File: src/rtl/xoodoo_rdi_pkg.sv
// Shared constants and the xorshift64 step for the Xoodoo fresh-randomness source.
package xoodoo_rdi_pkg;

  localparam int CHUNK_W = 64;
  localparam int CHUNKS  = 6;
  localparam int RDI_W   = CHUNKS * CHUNK_W;

  localparam logic [63:0] DEFAULT_SEED = 64'h9E37_79B9_7F4A_7C15;

  localparam int SH_A = 13;
  localparam int SH_B = 7;
  localparam int SH_C = 17;

  typedef enum logic [1:0] {
    LVL_EMPTY = 2'd0,
    LVL_ONE   = 2'd1,
    LVL_FULL  = 2'd2
  } lvl_e;

  function automatic logic [63:0] xs_step(input logic [63:0] x);
    logic [63:0] t;
    t = x ^ (x << SH_A);
    t = t ^ (t >> SH_B);
    t = t ^ (t << SH_C);
    return t;
  endfunction

endpackage

File: src/rtl/xoodoo_xorshift64.sv
// 64-bit xorshift state register with seed load and zero-seed substitution.
module xoodoo_xorshift64
  import xoodoo_rdi_pkg::*;
(
  input  logic        clk_i,
  input  logic        rst_ni,
  input  logic        load_i,
  input  logic [63:0] seed_i,
  input  logic        step_i,
  output logic [63:0] x_o
);

  logic [63:0] x_q, x_d;

  // All-zero is a fixed point of xorshift, so it is never allowed into the state.
  always_comb begin
    x_d = x_q;
    if (load_i) begin
      x_d = (seed_i == 64'd0) ? DEFAULT_SEED : seed_i;
    end else if (step_i) begin
      x_d = xs_step(x_q);
    end
  end

  always_ff @(posedge clk_i or negedge rst_ni) begin
    if (!rst_ni) begin
      x_q <= DEFAULT_SEED;
    end else begin
      x_q <= x_d;
    end
  end

  assign x_o = x_q;

endmodule

File: src/rtl/xoodoo_rdi_gen.sv
// Randomness word source: packs xorshift chunks into 384-bit words and serves them
// from a 2-entry FIFO over the rdi valid/ready handshake.
module xoodoo_rdi_gen
  import xoodoo_rdi_pkg::*;
#(
  parameter int RDI_W   = xoodoo_rdi_pkg::RDI_W,
  parameter int CHUNK_W = xoodoo_rdi_pkg::CHUNK_W
) (
  input  logic             clk_i,
  input  logic             rst_ni,
  input  logic [63:0]      seed_i,
  input  logic             seed_load_i,
  input  logic             enable_i,
  output logic [RDI_W-1:0] rdi_o,
  output logic             rdi_valid_o,
  input  logic             rdi_ready_i,
  output logic [1:0]       rdi_level_o
);

  localparam logic [2:0] LAST_CHUNK = 3'(CHUNKS - 1);
  localparam int         ASM_W      = RDI_W - CHUNK_W;

  logic [63:0]      x_cur, chunk;
  logic [2:0]       fill_q, fill_d;
  logic [ASM_W-1:0] asm_q, asm_d;
  logic [RDI_W-1:0] head_q, head_d, tail_q, tail_d;
  logic [RDI_W-1:0] push_word;
  lvl_e             lvl_q, lvl_d;
  logic             valid_q, valid_d;
  logic             pop, last, stall, step, push;

  xoodoo_xorshift64 u_gen (
    .clk_i  (clk_i),
    .rst_ni (rst_ni),
    .load_i (seed_load_i),
    .seed_i (seed_i),
    .step_i (step),
    .x_o    (x_cur)
  );

  assign chunk     = xs_step(x_cur);
  assign pop       = valid_q & rdi_ready_i;
  assign last      = (fill_q == LAST_CHUNK);
  // Freeze on the final chunk only when no slot can open this cycle.
  assign stall     = last & (lvl_q == LVL_FULL) & ~pop;
  assign step      = enable_i & ~seed_load_i & ~stall;
  assign push      = step & last;
  assign push_word = {chunk, asm_q};

  always_comb begin
    fill_d = fill_q;
    asm_d  = asm_q;
    head_d = head_q;
    tail_d = tail_q;
    lvl_d  = lvl_q;
    if (seed_load_i) begin
      fill_d = 3'd0;
      lvl_d  = LVL_EMPTY;
    end else begin
      if (step) begin
        if (last) begin
          fill_d = 3'd0;
        end else begin
          fill_d = fill_q + 3'd1;
          for (int k = 0; k < CHUNKS - 1; k++) begin
            if (fill_q == 3'(k)) asm_d[k*CHUNK_W +: CHUNK_W] = chunk;
          end
        end
      end
      case ({push, pop})
        2'b10: begin
          if (lvl_q == LVL_EMPTY) begin
            head_d = push_word;
            lvl_d  = LVL_ONE;
          end else begin
            tail_d = push_word;
            lvl_d  = LVL_FULL;
          end
        end
        2'b01: begin
          if (lvl_q == LVL_FULL) begin
            head_d = tail_q;
            lvl_d  = LVL_ONE;
          end else begin
            lvl_d  = LVL_EMPTY;
          end
        end
        2'b11: begin
          if (lvl_q == LVL_FULL) begin
            head_d = tail_q;
            tail_d = push_word;
          end else begin
            head_d = push_word;
          end
        end
        default: ;
      endcase
    end
    valid_d = (lvl_d != LVL_EMPTY);
  end

  always_ff @(posedge clk_i or negedge rst_ni) begin
    if (!rst_ni) begin
      fill_q  <= 3'd0;
      asm_q   <= '0;
      head_q  <= '0;
      tail_q  <= '0;
      lvl_q   <= LVL_EMPTY;
      valid_q <= 1'b0;
    end else begin
      fill_q  <= fill_d;
      asm_q   <= asm_d;
      head_q  <= head_d;
      tail_q  <= tail_d;
      lvl_q   <= lvl_d;
      valid_q <= valid_d;
    end
  end

  assign rdi_o       = head_q;
  assign rdi_valid_o = valid_q;
  assign rdi_level_o = lvl_q;

endmodule

File: config.mk
export PLATFORM = sky130hd
export DESIGN_NAME = xoodoo_rdi_gen
export DESIGN_NICKNAME = d
export VERILOG_FILES = /design/src/rtl/xoodoo_rdi_pkg.sv /design/src/rtl/xoodoo_xorshift64.sv /design/src/rtl/xoodoo_rdi_gen.sv
export SDC_FILE = /design/constraint.sdc
export NUM_CORES = 2
export LEC_CHECK = 0
export CAP_MARGIN = 10
export CELL_PAD_IN_SITES_DETAIL_PLACEMENT = 1
export CELL_PAD_IN_SITES_GLOBAL_PLACEMENT = 1
export CORE_MARGIN = 1
export CORE_UTILIZATION = 45
export DETAILED_ROUTE_END_ITERATION = 16
export PLACE_DENSITY = 0.87
export SLEW_MARGIN = 20
export SYNTH_ARGS = -nofsm -noshare
export SYNTH_HDL_FRONTEND = slang
export SYNTH_HIERARCHICAL = 1
export SYNTH_SLANG_ARGS = --single-unit
File: constraint.sdc
create_clock -name clk_i -period 3.5 [get_ports clk_i]
set_clock_uncertainty 0.15 [all_clocks]
set_input_delay 0.525 -clock clk_i [delete_from_list [all_inputs] [get_ports clk_i]]
set_output_delay 0.525 -clock clk_i [all_outputs]
set_load 0.03 [all_outputs]
### Yosys cells after proc, flatten, opt, wreduce, memory -nomap -nowiden

Index checks and enable logic that the tools add are counted.
W data, S select, Z words.

| storage, ports and cells | value |
|---|---|
| bits in registers | 1,158 |
| input bits | 69 |
| output and inout port bits | 387 |
| logic and storage cells | 69 |

| operators by class | value |
|---|---|
| add/sub/neg operators | 1 |
| eq/ne operators | 13 |
| muxes and demuxes | 17 |
| bitwise operators | 13 |
| reductions and logical operators | 14 |

Operators by type and width:

| kind | number |
|---|---|
| $mux W384 | 5 |
| $pmux W384 S3 | 1 |
| $pmux W384 S2 | 1 |
| $mux W64 | 3 |
| $xor A64 B64 Y64 | 2 |
| $logic_not A64 Y1 | 1 |
| $xor A64 B57 Y64 | 1 |
| $reduce_and A4 Y1 | 7 |
| $mux W3 | 3 |
| $ne A2 B2 Y1 const B | 4 |
| $and A1 B1 Y1 | 6 |
| $eq A2 B2 Y1 const B | 3 |
| $eq A3 B2 Y1 const B | 2 |
| $eq A3 B3 Y1 const B | 2 |
| $reduce_bool A2 Y1 | 3 |
| $mux W2 | 2 |
| $not A1 Y1 | 4 |
| $pmux W2 S2 | 1 |
| $add A3 B1 Y3 const B | 1 |
| $eq A3 B1 Y1 const B | 1 |
| $logic_not A3 Y1 | 1 |
| $reduce_bool A3 Y1 | 1 |
| $eq A2 B1 Y1 const B | 1 |
| $logic_not A2 Y1 | 1 |
| $mux W1 | 1 |

### Longest topological paths before layout

| logic depth | value |
|---|---|
| depth after elaboration | 10 |
| depth in mapped cells | 13 |
| depth with buffers taken out | 9 |

### Hierarchy

Netlist, hierarchy kept.

Modules (own cells, without submodules):

| module | instances | cells each | area each (sq um) | seq. area each (sq um) |
|---|---|---|---|---|
| xoodoo_rdi_gen | 1 | 4,515 | 45,048.2 | 27,376.3 |
| xoodoo_xorshift64 | 1 | 528 | 5,306.3 | 1,649.1 |

### Worst setup path before layout

OpenSTA, ideal clock, no wires.

| timing path | value |
|---|---|
| path type | reg-to-reg |
| from | register lvl_q[0] (netlist: rdi_level_o[0]) |
| to | register head_q[326] (netlist: rdi_o[326]) |
| setup time | 0.125 ns |
| arrival time | 2.723 ns |
| data required time | 3.225 ns |
| path slack | 0.502 ns |
| cell stages (with the launch flop) | 12 |
| buffers on the path | 3 |
| clock period less this slack | 2.998 ns |
| path through | dfrtp_1 > buf_2 > nand2b_1 > nor3_1 > nor4_1 > inv_1 > ha_1 > nor4b_4 > a22o_1 > buf_2 > buf_2 > mux2_2 |

| between the ends | value |
|---|---|
| word-level cells in the longest chain between the ends | 9 |
| elaborated cells between the ends (all ways) | 16 |
| those cells by class | 6 x eq/ne; 2 x mux; 5 x bitwise; 3 x reduce/logical |

Ends and longest elaborated chain:

| element | RTL line | source |
|---|---|---|
| start, declared | xoodoo_rdi_gen.sv:28 | `lvl_e lvl_q, lvl_d;` |
| start signal, assigned | xoodoo_rdi_gen.sv:115 | `lvl_q <= lvl_d;` |
| $eq A2 B2 Y1 | xoodoo_rdi_gen.sv:45, xoodoo_rdi_gen.sv:81, xoodoo_rdi_gen.sv:89 |  |
| $and A1 B1 Y1 (2 in a row) | xoodoo_rdi_gen.sv:45 | `assign stall = last & (lvl_q == LVL_FULL) & ~pop;` |
| $not A1 Y1 | xoodoo_rdi_gen.sv:46 | `assign step = enable_i & ~seed_load_i & ~stall;` |
| $and A1 B1 Y1 | xoodoo_rdi_gen.sv:46 |  |
| $and A1 B1 Y1 | xoodoo_rdi_gen.sv:47 | `assign push = step & last;` |
| $eq A2 B1 Y1 / $eq A2 B2 Y1 (equally long branches) | xoodoo_rdi_gen.sv:70 | `case ({push, pop})` |
| $ne A2 B2 Y1 (no line) / $reduce_bool A3 Y1 (equally long branches) | n/a |  |
| $reduce_and A4 Y1 (no line) | n/a |  |
| end signal, assigned | xoodoo_rdi_gen.sv:106 | `head_q <= '0;` |
| end signal, assigned | xoodoo_rdi_gen.sv:113 | `head_q <= head_d;` |
| end, declared | xoodoo_rdi_gen.sv:26 | `logic [RDI_W-1:0] head_q, head_d, tail_q, tail_d;` |

Several ways; a longest one is shown, not always the timed one.
A chain may end at the register's enable or synchronous reset.

### Worst setup path after layout

| timing path | value |
|---|---|
| from | register fill_q[1] |
| to | register head_q[101] (netlist: rdi_o[101]) |

| between the ends | value |
|---|---|
| word-level cells in the longest chain between the ends | 9 |
| elaborated cells between the ends (all ways) | 14 |
| those cells by class | 6 x eq/ne; 1 x mux; 5 x bitwise; 2 x reduce/logical |

Ends and longest elaborated chain:

| element | RTL line | source |
|---|---|---|
| start, declared | xoodoo_rdi_gen.sv:24 | `logic [2:0] fill_q, fill_d;` |
| start signal, assigned | xoodoo_rdi_gen.sv:111 | `fill_q <= fill_d;` |
| $eq A3 B3 Y1 * | xoodoo_rdi_gen.sv:43 | `assign last = (fill_q == LAST_CHUNK);` |
| $and A1 B1 Y1 (2 in a row) | xoodoo_rdi_gen.sv:45 |  |
| $not A1 Y1 | xoodoo_rdi_gen.sv:46 |  |
| $and A1 B1 Y1 | xoodoo_rdi_gen.sv:46 |  |
| $and A1 B1 Y1 * | xoodoo_rdi_gen.sv:47 |  |
| $eq A2 B1 Y1 / $eq A2 B2 Y1 (equally long branches) | xoodoo_rdi_gen.sv:70 |  |
| $ne A2 B2 Y1 (no line) / $reduce_bool A3 Y1 (equally long branches) | n/a |  |
| $reduce_and A4 Y1 (no line) | n/a |  |

Every way passes the cells marked *; elsewhere a longest branch is shown, timed or not.

==> metrics.txt <==
# TYPE chip_impl_metric gauge
chip_impl_info{name="critPathSlowestCell",value="sky130_fd_sc_hd__dfrtp_1"} 1
chip_impl_info{name="critical_path_class",value="flop to flop"} 1
chip_impl_metric{name="gr-usage-all-layers",unit="%"} 34.9
chip_impl_metric{name="layout-drive-gt1-share",unit="%"} 12.0
chip_impl_metric{name="remaining_routing_drc_violations",unit=""} 0
chip_impl_metric{name="clock_latency",unit="ns"} 0.73
chip_impl_metric{name="finalInstanceArea",unit="µm²"} 62400
chip_impl_metric{name="max_freq",unit="GHz"} 0.307
chip_impl_metric{name="fin_crit_sh",unit="%"} 93.1
chip_impl_metric{name="number_of_antenna_violations_at_the_first_check_in_global_routing",unit=""} 15
chip_impl_metric{name="avgSynthCellArea",unit="µm²"} 9.99
chip_impl_metric{name="worst_ep_arrival_time",unit="ns"} 3.68
chip_impl_metric{name="synth_cells",unit=""} 5043
chip_impl_info{name="r2r-start",value="fill_q[1]$_DFFE_PN0P_"} 1
chip_impl_metric{name="worstRegToRegCells",unit=""} 12
chip_impl_metric{name="detailroute.wirelength.met2",unit="mm"} 92.0
chip_impl_metric{name="fp.coreArea",unit="µm²"} 111000
chip_impl_metric{name="p_leak",unit="µW"} 0.0296
chip_impl_metric{name="maxCapViolations",unit=""} 0
chip_impl_info{name="top_signal_layer_used",value="met5"} 1
chip_impl_metric{name="totalNegativeSetupSlack",unit="ns"} 0
chip_impl_metric{name="final_period_minus_worst_setup_slack",unit="ns"} 3.26
chip_impl_metric{name="finish.cell_count_without_fillers",unit=""} 7121
chip_impl_info{name="post_synth_main_area_contributors",value="sky130_fd_sc_hd__dfrtp_1, sky130_fd_sc_hd__nand2_1, sky130_fd_sc_hd__a221oi_1"} 1
chip_impl_metric{name="initial_core_util",unit="%"} 45.4
chip_impl_metric{name="clkSinkCount",unit=""} 1158
chip_impl_metric{name="wl_met1",unit="mm"} 73.4
chip_impl_metric{name="areaGrowthSynthToFinish",unit="%"} 24.0
chip_impl_metric{name="floorplan.io_pins",unit=""} 456
chip_impl_info{name="largest_family_of_logic_cells_by_synthesized_area",value="simple AND/OR/NAND/NOR gates"} 1
chip_impl_metric{name="placed_cells",unit=""} 6887
chip_impl_metric{name="grt_pass1_vias",unit=""} 45900
chip_impl_info{name="ctsRootBufferMaster",value="sky130_fd_sc_hd__clkbuf_16"} 1
chip_impl_metric{name="tritoncts.num_buffers",unit=""} 120
chip_impl_info{name="synth_ff_type",value="sky130_fd_sc_hd__dfrtp_1"} 1
chip_impl_metric{name="synth_adder_area_share",unit="%"} 0.124
chip_impl_metric{name="die-area",unit="µm²"} 113000
chip_impl_metric{name="gp_weighted_congestion",unit=""} 0.889
chip_impl_metric{name="hpwlAfterDp",unit="mm"} 128
chip_impl_metric{name="std_cell_rows",unit=""} 122
chip_impl_metric{name="met3_wirelength",unit="mm"} 15.9
chip_impl_metric{name="grt_start_max_net_pins",unit=""} 164
chip_impl_metric{name="detail_route.vias_per_cell",unit=""} 6.02
chip_impl_metric{name="die_y",unit="µm"} 337
chip_impl_metric{name="wl",unit="mm"} 197
chip_impl_metric{name="report.final.slew_viol_count",unit=""} 0
chip_impl_info{name="regToRegEndpoint",value="rdi_o[101]$_DFFE_PN0P_"} 1
chip_impl_metric{name="synth_fp_nets",unit=""} 5117
chip_impl_info{name="critical_path.endpoint_type",value="flop"} 1
chip_impl_metric{name="setup_ws",unit="ns"} 0.242
chip_impl_metric{name="via_count",unit=""} 42900
chip_impl_metric{name="routedWlPerCell",unit="µm"} 27.7
chip_impl_metric{name="placement.setup.worst_slack",unit="ns"} -0.385
chip_impl_info{name="critical-path-top-delay-family",value="simple AND/OR/NAND/NOR gates"} 1
chip_impl_metric{name="synth_seq_cells",unit=""} 1158
chip_impl_info{name="hold_path_class",value="primary input to asynchronous set/reset pin"} 1
chip_impl_metric{name="h_tree_level_count",unit=""} 3
chip_impl_metric{name="setup_violations",unit=""} 0
chip_impl_metric{name="path_clk_slew",unit="ns"} 0.06
chip_impl_metric{name="required",unit="ns"} 3.92
chip_impl_info{name="grt_setup_unrepaired",value="no"} 1
chip_impl_info{name="status",value="completed"} 1
chip_impl_metric{name="ctsLongestPathBuffers",unit=""} 3
chip_impl_metric{name="yosys.area.top_type_share",unit="%"} 55.7
chip_impl_metric{name="i_o_buffers",unit=""} 455
chip_impl_metric{name="async_reset_ff_share",unit="%"} 100
chip_impl_metric{name="drt_first_pass_iters",unit=""} 5
chip_impl_metric{name="worstMarginPinSlew",unit="ns"} 1.22
chip_impl_metric{name="yosysWarnings",unit=""} 6
chip_impl_metric{name="worst-path-max-fanout",unit=""} 44
chip_impl_metric{name="die_width",unit="µm"} 337
chip_impl_metric{name="first_pass_grt_wire_length",unit="mm"} 294
chip_impl_metric{name="drt_iter0_drc",unit=""} 4081
chip_impl_metric{name="path_buf_inv",unit=""} 5
chip_impl_metric{name="synth_compound_gate_area_share",unit="%"} 12.1
chip_impl_metric{name="synthMuxAreaShare",unit="%"} 0.656
chip_impl_metric{name="number_of_flops_mapped_to_enable_cells_by_yosys",unit=""} 0
chip_impl_metric{name="ant_nets",unit=""} 0
chip_impl_metric{name="detailed_place.area",unit="µm²"} 58400
chip_impl_metric{name="worst_path_largest_cell_delay",unit="ns"} 0.45
chip_impl_metric{name="final_nets",unit=""} 5599
chip_impl_metric{name="number_of_distinct_standard_cells_referenced_by_the_synthesized_netlist",unit=""} 59
chip_impl_metric{name="worst_slew_margin_rel",unit="%"} 18.1
chip_impl_metric{name="synth_xor_xnor_area_share",unit="%"} 8.69
chip_impl_metric{name="final_core_utilization",unit="%"} 56.3
chip_impl_metric{name="synth_seq_area_share",unit="%"} 57.6
chip_impl_metric{name="globalRouteOverflowTotal",unit=""} 0
chip_impl_metric{name="synth_simple_gate_area_share",unit="%"} 17.0
chip_impl_metric{name="worst-r2r-setup-slack",unit="ns"} 0.24
chip_impl_info{name="worstSetupStartpointType",value="flop"} 1
chip_impl_info{name="synth_largest_area_cell",value="sky130_fd_sc_hd__dfrtp_1"} 1
chip_impl_info{name="tritoncts_clock_tree",value="done"} 1
chip_impl_info{name="path_cells",value="nand3b_1 > nor4_2 > inv_1 > ha_1 > nor3_1 > buf_4 > a22oi_2 > buf_4 > buf_12 > buf_12 > a221oi_1 > nor2_1"} 1
chip_impl_metric{name="ir_worst_vdd",unit="µV"} 1190
chip_impl_metric{name="power_density",unit="nW/µm²"} 835
chip_impl_metric{name="finalHoldViolCount",unit=""} 0
chip_impl_metric{name="syn-cell-area",unit="µm²"} 50400
worst register-to-register path: cells and delay by family (launching register included):
family | cells | cell delay (ns)
compound gates | 2 | 0.46
fa+ha+maj | 1 | 0.23
simple gates | 4 | 0.97
buf+inv | 5 | 0.87
flops | 1 | 0.45
per-layer routing:
| layer | vias to the layer above | GRT usage [%] |
|---|---|---|
| met3 | 725 | 7.43 |
| met5 | - | 0 |
| met2 | 2288 | 54.9 |
| met4 | 8 | 24.8 |
| li1 | 17800 | - |
| met1 | 22100 | 42.9 |
per-stage QoR:
| step | hold slack (ns) | total power (µW) |
|---|---|---|
| 2_1_floorplan | 0.0794 | 26500 |
| 3_3_place_gp | 0.300 | 37300 |
| 3_5_place_dp | 0.309 | 38300 |
| 4_1_cts | 0.134 | 51600 |
| 5_1_grt | 0.161 | 53200 |
| 6_report | 0.146 | 52200 |
power breakdown:
| part | switching, µW | internal (µW) |
|---|---|---|
| logic | 14900 | 6490 |
| clock network | 5560 | 7410 |
| registers | 2370 | 15400 |
synthesized netlist by cell type (all sizes together), types with 7 or more instances:
cell type	instances
buf	231
xor2	76
nor4	18
nand2	1454
nor2	690
o22a	7
o21ai	421
dfstp	38
a221oi	323
xnor2	240
nand3	39
xor3	25
o2bb2ai	12
a2bb2oi	11
a21oi	37
clkbuf	143
dfrtp	1120
mux2	21
inv	10
xnor3	26
o211ai	34
mux2i	9
timing repair:
| item | CTS | global route |
|---|---|---|
| hold buffers | 2 | 0 |
| hold endpoints to repair | 159 | 0 |
| endpoints found under the setup margin | 0 | 15 |
| setup buffers | 0 | 2 |
| resized for setup | 0 | 1 |
worst max-delay path by stage:
stage,start,end,slack [ns],cells past startpoint
after CTS,fill_q[1]$_DFFE_PN0P_,rdi_o[350]$_DFFE_PN0P_,0.09,10
final,fill_q[1]$_DFFE_PN0P_,rdi_o[101]$_DFFE_PN0P_,0.24,12
after detailed placement,rdi_ready_i,rdi_o[351]$_DFFE_PN0P_,-0.39,12
after global routing,fill_q[1]$_DFFE_PN0P_,rdi_o[10]$_DFFE_PN0P_,0.08,12
after global placement,rdi_ready_i,rdi_o[348]$_DFFE_PN0P_,-0.21,12
after floorplan,rdi_level_o[0]$_DFF_PN0_,rdi_o[326]$_DFFE_PN0P_,0.50,11
cells in the final DEF (no fill, tap or decap), types with 32 or more instances in the layout:
master                            count
sky130_fd_sc_hd__a21oi_1             35
sky130_fd_sc_hd__a221oi_1           323
sky130_fd_sc_hd__buf_12              91
sky130_fd_sc_hd__buf_4              186
sky130_fd_sc_hd__clkbuf_1            32
sky130_fd_sc_hd__clkbuf_16          122
sky130_fd_sc_hd__clkdlybuf4s50_1    453
sky130_fd_sc_hd__dfrtp_1           1120
sky130_fd_sc_hd__dfstp_2             38
sky130_fd_sc_hd__nand2_1           1454
sky130_fd_sc_hd__nand3_1             36
sky130_fd_sc_hd__nor2_1             690
sky130_fd_sc_hd__o211ai_1            33
sky130_fd_sc_hd__o21ai_0            258
sky130_fd_sc_hd__o21ai_1            102
sky130_fd_sc_hd__o21ai_2             61
sky130_fd_sc_hd__xnor2_1            180
sky130_fd_sc_hd__xnor2_2             50
sky130_fd_sc_hd__xor2_1              72
state kept, by name, indices dropped and copies added, names as in the netlist:
register / flops
tail_q: 384
fill_q: 3
rdi_o: 384
asm_q: 320
rdi_level_o: 2
rdi_valid_o: 1
u_gen/x_o: 64
cells by family after synthesis:
logic type               count (synthesis)
AND/OR/NAND/NOR                       2227
adder cells (fa/ha/maj)                  5
buffers and inverters                  384
XOR/XNOR                               367
AO/OA/AOI/OAI                          872
multiplexers                            30
flip-flops                            1158
area by class of cell:
class                           count  area (µm²)
Sequential cell                  1158       29000
Inverter                           10        37.5
Timing Repair Buffer              734        7790
Tap cell                         1488        1860
Multi-Input combinational cell   3501       19700
Clock inverter                     34         360
Antenna cell                       11        27.5
Fill cell                       11800       48400
Clock buffer                      185        3600
No activity file was read; power rests on OpenSTA's default activity.
